`src/rtl/adc_sched_pkg.sv`:
```
// Shared types and default widths for the ADC sample scheduler.
package adc_sched_pkg;

  typedef enum logic [1:0] {
    IDLE,
    START,
    CONV
  } sched_state_t;

  localparam int unsigned ADC_DATA_W      = 14;
  localparam int unsigned ADC_OUT_W       = 16;
  localparam int unsigned ADC_DIV_W       = 16;
  localparam int unsigned TIMEOUT_CYC_DEF = 256;

  function automatic int unsigned timeout_w(input int unsigned cyc);
    return (cyc < 2) ? 1 : $clog2(cyc);
  endfunction

  localparam int unsigned TIMEOUT_W = timeout_w(TIMEOUT_CYC_DEF);

endpackage

```
`src/rtl/adc_sample_scheduler_fifo.sv`:
```
// Synchronous result FIFO; pointers carry an extra wrap bit to tell full from empty.
module sample_fifo #(
  parameter int unsigned WIDTH = 14,
  parameter int unsigned DEPTH = 4
) (
  input  logic             clk,
  input  logic             rst,
  input  logic             push,
  input  logic             pop,
  input  logic [WIDTH-1:0] din,
  output logic             full,
  output logic             empty,
  output logic [WIDTH-1:0] head
);

  localparam int unsigned AW = $clog2(DEPTH);

  logic [WIDTH-1:0] mem [DEPTH];
  logic [AW:0]      wr_ptr;
  logic [AW:0]      rd_ptr;
  logic             do_push;
  logic             do_pop;

  assign empty   = (wr_ptr == rd_ptr);
  assign full    = (wr_ptr[AW] != rd_ptr[AW]) && (wr_ptr[AW-1:0] == rd_ptr[AW-1:0]);
  assign head    = mem[rd_ptr[AW-1:0]];
  assign do_pop  = pop && !empty;
  assign do_push = push && (!full || do_pop);

  always_ff @(posedge clk or posedge rst) begin
    if (rst) begin
      wr_ptr <= '0;
      rd_ptr <= '0;
    end else begin
      if (do_push) wr_ptr <= wr_ptr + 1'b1;
      if (do_pop)  rd_ptr <= rd_ptr + 1'b1;
    end
  end

  always_ff @(posedge clk) begin
    if (do_push) mem[wr_ptr[AW-1:0]] <= din;
  end

endmodule

```
`src/rtl/adc_sample_scheduler.sv`:
```
// Paces ADC conversions at a programmable rate, tracks completion/timeout and
// queues results for a valid/ready consumer.
module adc_sample_scheduler
  import adc_sched_pkg::*;
#(
  parameter int unsigned DATA_W      = ADC_DATA_W,
  parameter int unsigned OUT_W       = ADC_OUT_W,
  parameter int unsigned DIV_W       = ADC_DIV_W,
  parameter int unsigned FIFO_DEPTH  = 4,
  parameter int unsigned TIMEOUT_CYC = TIMEOUT_CYC_DEF
) (
  input  logic              clk_i,
  input  logic              reset_i,
  input  logic              enable_i,
  input  logic [DIV_W-1:0]  period_i,
  input  logic              clear_i,
  output logic              adc_start_o,
  input  logic [DATA_W-1:0] adc_data_i,
  input  logic              adc_rdy_i,
  output logic [OUT_W-1:0]  out_data_o,
  output logic              out_valid_o,
  input  logic              out_ready_i,
  output logic              missed_o,
  output logic              overrun_o,
  output logic              timeout_o
);

  localparam int unsigned TO_W = timeout_w(TIMEOUT_CYC);

  sched_state_t      state;
  logic [DIV_W-1:0]  count;
  logic [DIV_W-1:0]  period_q;
  logic [DIV_W-1:0]  period_eff;
  logic [TO_W-1:0]   to_cnt;
  logic              tick;
  logic              fifo_push;
  logic              fifo_pop;
  logic              fifo_full;
  logic              fifo_empty;
  logic [DATA_W-1:0] fifo_head;

  assign period_eff  = (period_i < DIV_W'(2)) ? DIV_W'(2) : period_i;
  assign tick        = enable_i && (count == period_q - DIV_W'(1));
  assign out_valid_o = !fifo_empty;
  assign fifo_pop    = out_valid_o && out_ready_i;
  assign fifo_push   = (state == CONV) && adc_rdy_i && (!fifo_full || fifo_pop);
  assign out_data_o  = fifo_empty ? '0 : OUT_W'(fifo_head);

  // Period is re-latched while idle so the first interval after enable uses it.
  always_ff @(posedge clk_i or posedge reset_i) begin
    if (reset_i) begin
      count    <= '0;
      period_q <= DIV_W'(2);
    end else if (!enable_i || tick) begin
      count    <= '0;
      period_q <= period_eff;
    end else begin
      count    <= count + DIV_W'(1);
    end
  end

  always_ff @(posedge clk_i or posedge reset_i) begin
    if (reset_i) begin
      state       <= IDLE;
      adc_start_o <= 1'b0;
      to_cnt      <= '0;
      missed_o    <= 1'b0;
      overrun_o   <= 1'b0;
      timeout_o   <= 1'b0;
    end else begin
      adc_start_o <= 1'b0;
      // Clear first so a same-cycle set below takes precedence.
      if (clear_i) begin
        missed_o  <= 1'b0;
        overrun_o <= 1'b0;
        timeout_o <= 1'b0;
      end
      if (tick && state != IDLE) missed_o <= 1'b1;
      case (state)
        IDLE: begin
          if (tick) begin
            state       <= START;
            adc_start_o <= 1'b1;
          end
        end
        START: begin
          to_cnt <= '0;
          state  <= CONV;
        end
        CONV: begin
          if (adc_rdy_i) begin
            if (fifo_full && !fifo_pop) overrun_o <= 1'b1;
            state <= IDLE;
          end else if (to_cnt == TO_W'(TIMEOUT_CYC - 1)) begin
            timeout_o <= 1'b1;
            state     <= IDLE;
          end else begin
            to_cnt <= to_cnt + TO_W'(1);
          end
        end
        default: state <= IDLE;
      endcase
    end
  end

  sample_fifo #(
    .WIDTH(DATA_W),
    .DEPTH(FIFO_DEPTH)
  ) u_fifo (
    .clk  (clk_i),
    .rst  (reset_i),
    .push (fifo_push),
    .pop  (fifo_pop),
    .din  (adc_data_i),
    .full (fifo_full),
    .empty(fifo_empty),
    .head (fifo_head)
  );

endmodule
```
`config.mk`:
```
export PLATFORM = sky130hd
export DESIGN_NAME = adc_sample_scheduler
export DESIGN_NICKNAME = d
export VERILOG_FILES = /design/src/rtl/adc_sched_pkg.sv /design/src/rtl/adc_sample_scheduler_fifo.sv /design/src/rtl/adc_sample_scheduler.sv
export SDC_FILE = /design/constraint.sdc
export NUM_CORES = 1
export LEC_CHECK = 0
export CAP_MARGIN = 20
export CORE_MARGIN = 1.5
export CORE_UTILIZATION = 50
export CTS_CLUSTER_DIAMETER = 100
export DETAILED_ROUTE_END_ITERATION = 16
export GPL_ROUTABILITY_DRIVEN = 0
export GPL_TIMING_DRIVEN = 0
export PLACE_DENSITY = 0.84
export SLEW_MARGIN = 30
export SYNTH_ARGS = -nofsm -noshare
export SYNTH_HDL_FRONTEND = slang
export SYNTH_HIERARCHICAL = 1
export SYNTH_SLANG_ARGS = --single-unit
```
`constraint.sdc`:
```
create_clock -name clk_i -period 3 [get_ports clk_i]
set_input_delay 0.45 -clock clk_i [delete_from_list [all_inputs] [get_ports clk_i]]
set_output_delay 0.45 -clock clk_i [all_outputs]
set_load 0.02 [all_outputs]
```
==> qor.log <==
[drt] residual DRC count 0
[setup_path] Required @ worst endpoint 3.25 ns
[synth] area share of the leading cell type in the synthesized netlist 32.3%
[setup_path] CP arrival 3.22 ns
[global_route] met2 demand-to-capacity share in global routing 34.2%
[cells_and_area] net total in the final layout 522
[cells_and_area] most used cells in the layout excluding fill and tap cells sky130_fd_sc_hd__edfxtp_1 (56), sky130_fd_sc_hd__clkdlybuf4s50_1 (54), sky130_fd_sc_hd__dfrtp_1 (47), sky130_fd_sc_hd__nor2_1 (29), sky130_fd_sc_hd__xnor2_1 (25)
[global_route] total track usage 19.2%
[synth] XOR/XNOR share of the synthesized area 8.62%
[place] worst slack at placement -0.322 ns
[floorplan] placeable core area 10,200 um^2
[drt] post-DR vias/cell 5.49
[synth] proportion of synthesized chip area in sequential cells 57.3%
[synth] Yosys reg bits 108
[global_route] met3 routing resource usage after global routing 3.37%
[cells_and_area] Antenna Diode Count 0
[sta] Post-Route Hold Slack 0.326 ns
[flow_run] reported max-cap violation count 0
[synth] Main synth FF type sky130_fd_sc_hd__edfxtp_1
[global_route] via count of the first global-routing pass 3,488
[place] DPL Wire Length 6970 um
[sta] total count of max-transition violations in the final report 0
[floorplan] cell row count 37
[synth] count of flip-flops with a built-in enable after synthesis 56
[setup_path] highest net fanout along the worst path 5
[sta] Hold Vio Cnt, Final 0
[sta] portion of the clock cycle consumed by the worst path in the final layout 98.7%
[cells_and_area] most common cell after layout, fill and taps aside sky130_fd_sc_hd__edfxtp_1
[cts] hold-fix buffer count after cts 0
[sta] Slew headroom 65.9%
[drt] 1st-pass router iterations 6
[synth] Async SR Flop Fraction 48.1%
[cells_and_area] post-synthesis to final-layout area growth 24.0%
[global_route] GRT overflow 0
[drt] via count of the routed design 3,398
[cts] CTS Root Cell sky130_fd_sc_hd__clkbuf_8
[synth] Synth Instances 392
[floorplan] Starting Density 50.9%
[synth] library cells used by synthesis 56
[global_route] antenna violations before repair 0
[place] Port Buffers 54
[setup_path] Critical Path Sink Type flop
[cts] CTS tree yes
[sta] Fin Clk Skew 0.0150 ns
[sta] fin worst setup slack 0.0381 ns
[drt] Iteration-0 DRC Markers 169
[cts] Reg clk slew, reported paths 0.11 ns
[synth] Ys Warns 6
[drt] Final Routed Wirelength 10,100 um
[run_status] outcome finished clean
[synth] compound-cell area share of the yosys netlist 4.85%
[drt] detail-routed net length per standard cell 16.3 um
[synth] combined area of all synthesized cells 5210 um^2
[setup_path] kind of launch point of the worst setup path flop
[sta] minimum period implied by the final worst setup slack 2.96 ns
[power_and_ir_drop] power after layout 0.00396 W
[cts] TritonCTS Buffers 9
[floorplan] die outline area 11,000 um^2
[floorplan] die outline width 105 um
[synth] dominant combinational cell family by area after synthesis simple AND/OR/NAND/NOR gates
[drt] antenna viol nets, final 0
[global_route] met1 capacity usage during global routing 24.1%
[worst_hold_path] HP Class in2async
[cells_and_area] filler cell count in the final layout 754
[cts] H-tree levels 3
[power_and_ir_drop] P_leak 2.45 nW
[global_route] global-route wire length before repair 16,800 um
[synth] synthesized-area fraction occupied by and/or/nand/nor cells 13.8%
[sta] maximum operating frequency 338 MHz
[synth] mux cell area share after synthesis 10.6%
[power_and_ir_drop] Max VDD drop 0.000448 V
[floorplan] number of top-level pins 57
[cells_and_area] fraction of layout instances using a drive strength above 1 21.7%
[setup_path] Setup CP Type reg2reg
[sta] worst-margin pin slew 0.511 ns
[global_route] pin count of the biggest net entering global routing 25
[synth] share of synthesized cell area in full adder, half adder and majority cells 1.92%
[power_and_ir_drop] PD cells 613 nW/um^2
[cts] clock sink count 108
[synth] most area-hungry cell type in the Yosys netlist sky130_fd_sc_hd__edfxtp_1
[synth] largest cells by area after synthesis sky130_fd_sc_hd__edfxtp_1 (32%), sky130_fd_sc_hd__dfrtp_1 (24%), sky130_fd_sc_hd__mux4_2 (5.2%)
[global_route] busiest layer in global routing met2
[sta] final setup violating endpoints 0
[floorplan] vertical die dimension 105 um
[synth] synthesized area per cell 13.3 um^2
[cts] CTS Buffer Depth 2
[cts] Clock Latency Late Sink 0.37 ns
state kept, by name, summed over array words and instances, names as in the netlist:
name           count
u_fifo/mem        56
count             16
period_q          16
to_cnt             8
u_fifo/rd_ptr      3
u_fifo/wr_ptr      3
state              2
adc_start_o        1
missed_o           1
overrun_o          1
timeout_o          1
path summary, 6_finish.rpt:
check,slack (ns),startpoint,endpoint,depth (start not counted)
setup / recovery,0.04,period_q[6],period_q[2],8
hold / removal,0.33,reset_i,u_fifo/wr_ptr[0],2
setup reg to reg,0.04,period_q[6],period_q[2],8
hold reg to reg,0.51,missed_o,missed_o,2
max in group asynchronous,1.97,reset_i,period_q[1],3
min in group clk_i,0.51,missed_o,missed_o,2
Yosys cell counts, types with 3 or more instances:
| cell | count |
|---|---|
| sky130_fd_sc_hd__buf_6 | 3 |
| sky130_fd_sc_hd__buf_4 | 4 |
| sky130_fd_sc_hd__nor2_1 | 31 |
| sky130_fd_sc_hd__and3_1 | 7 |
| sky130_fd_sc_hd__mux2_2 | 3 |
| sky130_fd_sc_hd__mux2_1 | 14 |
| sky130_fd_sc_hd__nand2_1 | 20 |
| sky130_fd_sc_hd__nor2b_1 | 19 |
| sky130_fd_sc_hd__or3_1 | 6 |
| sky130_fd_sc_hd__nor3_1 | 8 |
| sky130_fd_sc_hd__nor4_1 | 8 |
| sky130_fd_sc_hd__ha_1 | 8 |
| sky130_fd_sc_hd__nand3_1 | 8 |
| sky130_fd_sc_hd__mux2i_1 | 4 |
| sky130_fd_sc_hd__nand2b_1 | 6 |
| sky130_fd_sc_hd__a21oi_1 | 3 |
| sky130_fd_sc_hd__nand4_1 | 9 |
| sky130_fd_sc_hd__mux4_2 | 12 |
| sky130_fd_sc_hd__dfrtp_1 | 51 |
| sky130_fd_sc_hd__xor2_1 | 20 |
| sky130_fd_sc_hd__xnor2_1 | 25 |
| sky130_fd_sc_hd__inv_1 | 12 |
| sky130_fd_sc_hd__edfxtp_1 | 56 |
| sky130_fd_sc_hd__clkbuf_1 | 9 |
| sky130_fd_sc_hd__o21ai_0 | 8 |
cells by family after synthesis:
group	count (synthesis)
XOR/XNOR	47
adder cells (fa/ha/maj)	8
AND/OR/NAND/NOR	134
other	1
AO/OA/AOI/OAI	30
buffers and inverters	29
multiplexers	35
flip-flops	108
layer usage:
| layer | vias to the layer above | part of all wire [%] |
|---|---|---|
| met5 | - | 0 |
| met3 | 18 | 3.9 |
| met2 | 98 | 51 |
| li1 | 1602 | - |
| met1 | 1680 | 43 |
| met4 | 0 | 1.3 |
repair_timing:
item,4_1_cts,5_1_grt
pin swaps,4,6
hold endpoints to repair,0,0
endpoints found under the setup margin,106,99
cloned,1,0
resized for setup,27,16
setup buffers,13,7
cell type report:
| class | instances | area, um^2 | share of cell area, % |
|---|---|---|---|
| buffer | 15 | 108 | 1.67 |
| clock buffer | 9 | 124 | 1.92 |
| inverter | 12 | 45.0 | 0.697 |
| timing repair buffer | 76 | 742 | 11.5 |
| clock inverter | 7 | 76.3 | 1.18 |
| sequential | 108 | 2990 | 46.3 |
| tap | 136 | 170 | 2.63 |
| multi-input combinational | 256 | 2210 | 34.1 |
worst max-delay path: stages (launching register included):
cell                        delay, ns
sky130_fd_sc_hd__dfrtp_2         0.45
sky130_fd_sc_hd__or4_4           0.59
sky130_fd_sc_hd__or3_4           0.41
sky130_fd_sc_hd__a2111oi_2       0.34
sky130_fd_sc_hd__a21oi_2         0.09
sky130_fd_sc_hd__o41ai_4         0.32
sky130_fd_sc_hd__buf_4           0.20
sky130_fd_sc_hd__buf_6           0.15
sky130_fd_sc_hd__mux2_4          0.30
power breakdown:
group	switching (W)	internal [W]
Combinational	0.000683	0.000717
Clock	0.000544	0.000333
Sequential	0.0000679	0.00162
Total	0.00129	0.00267
per-stage QoR:
stage,utilization [%],cells,setup TNS [ns],instance area [um^2]
floorplan,-,393,-0.218,5240
global placement,58.1,583,-23.90,5950
detailed placement,58.4,584,-24.08,5970
CTS,62.1,612,-0.00234,6360
global route,63.1,619,-0.219,6460
finish,63.1,619,0,6460
Power figures use the tool's default switching activity.
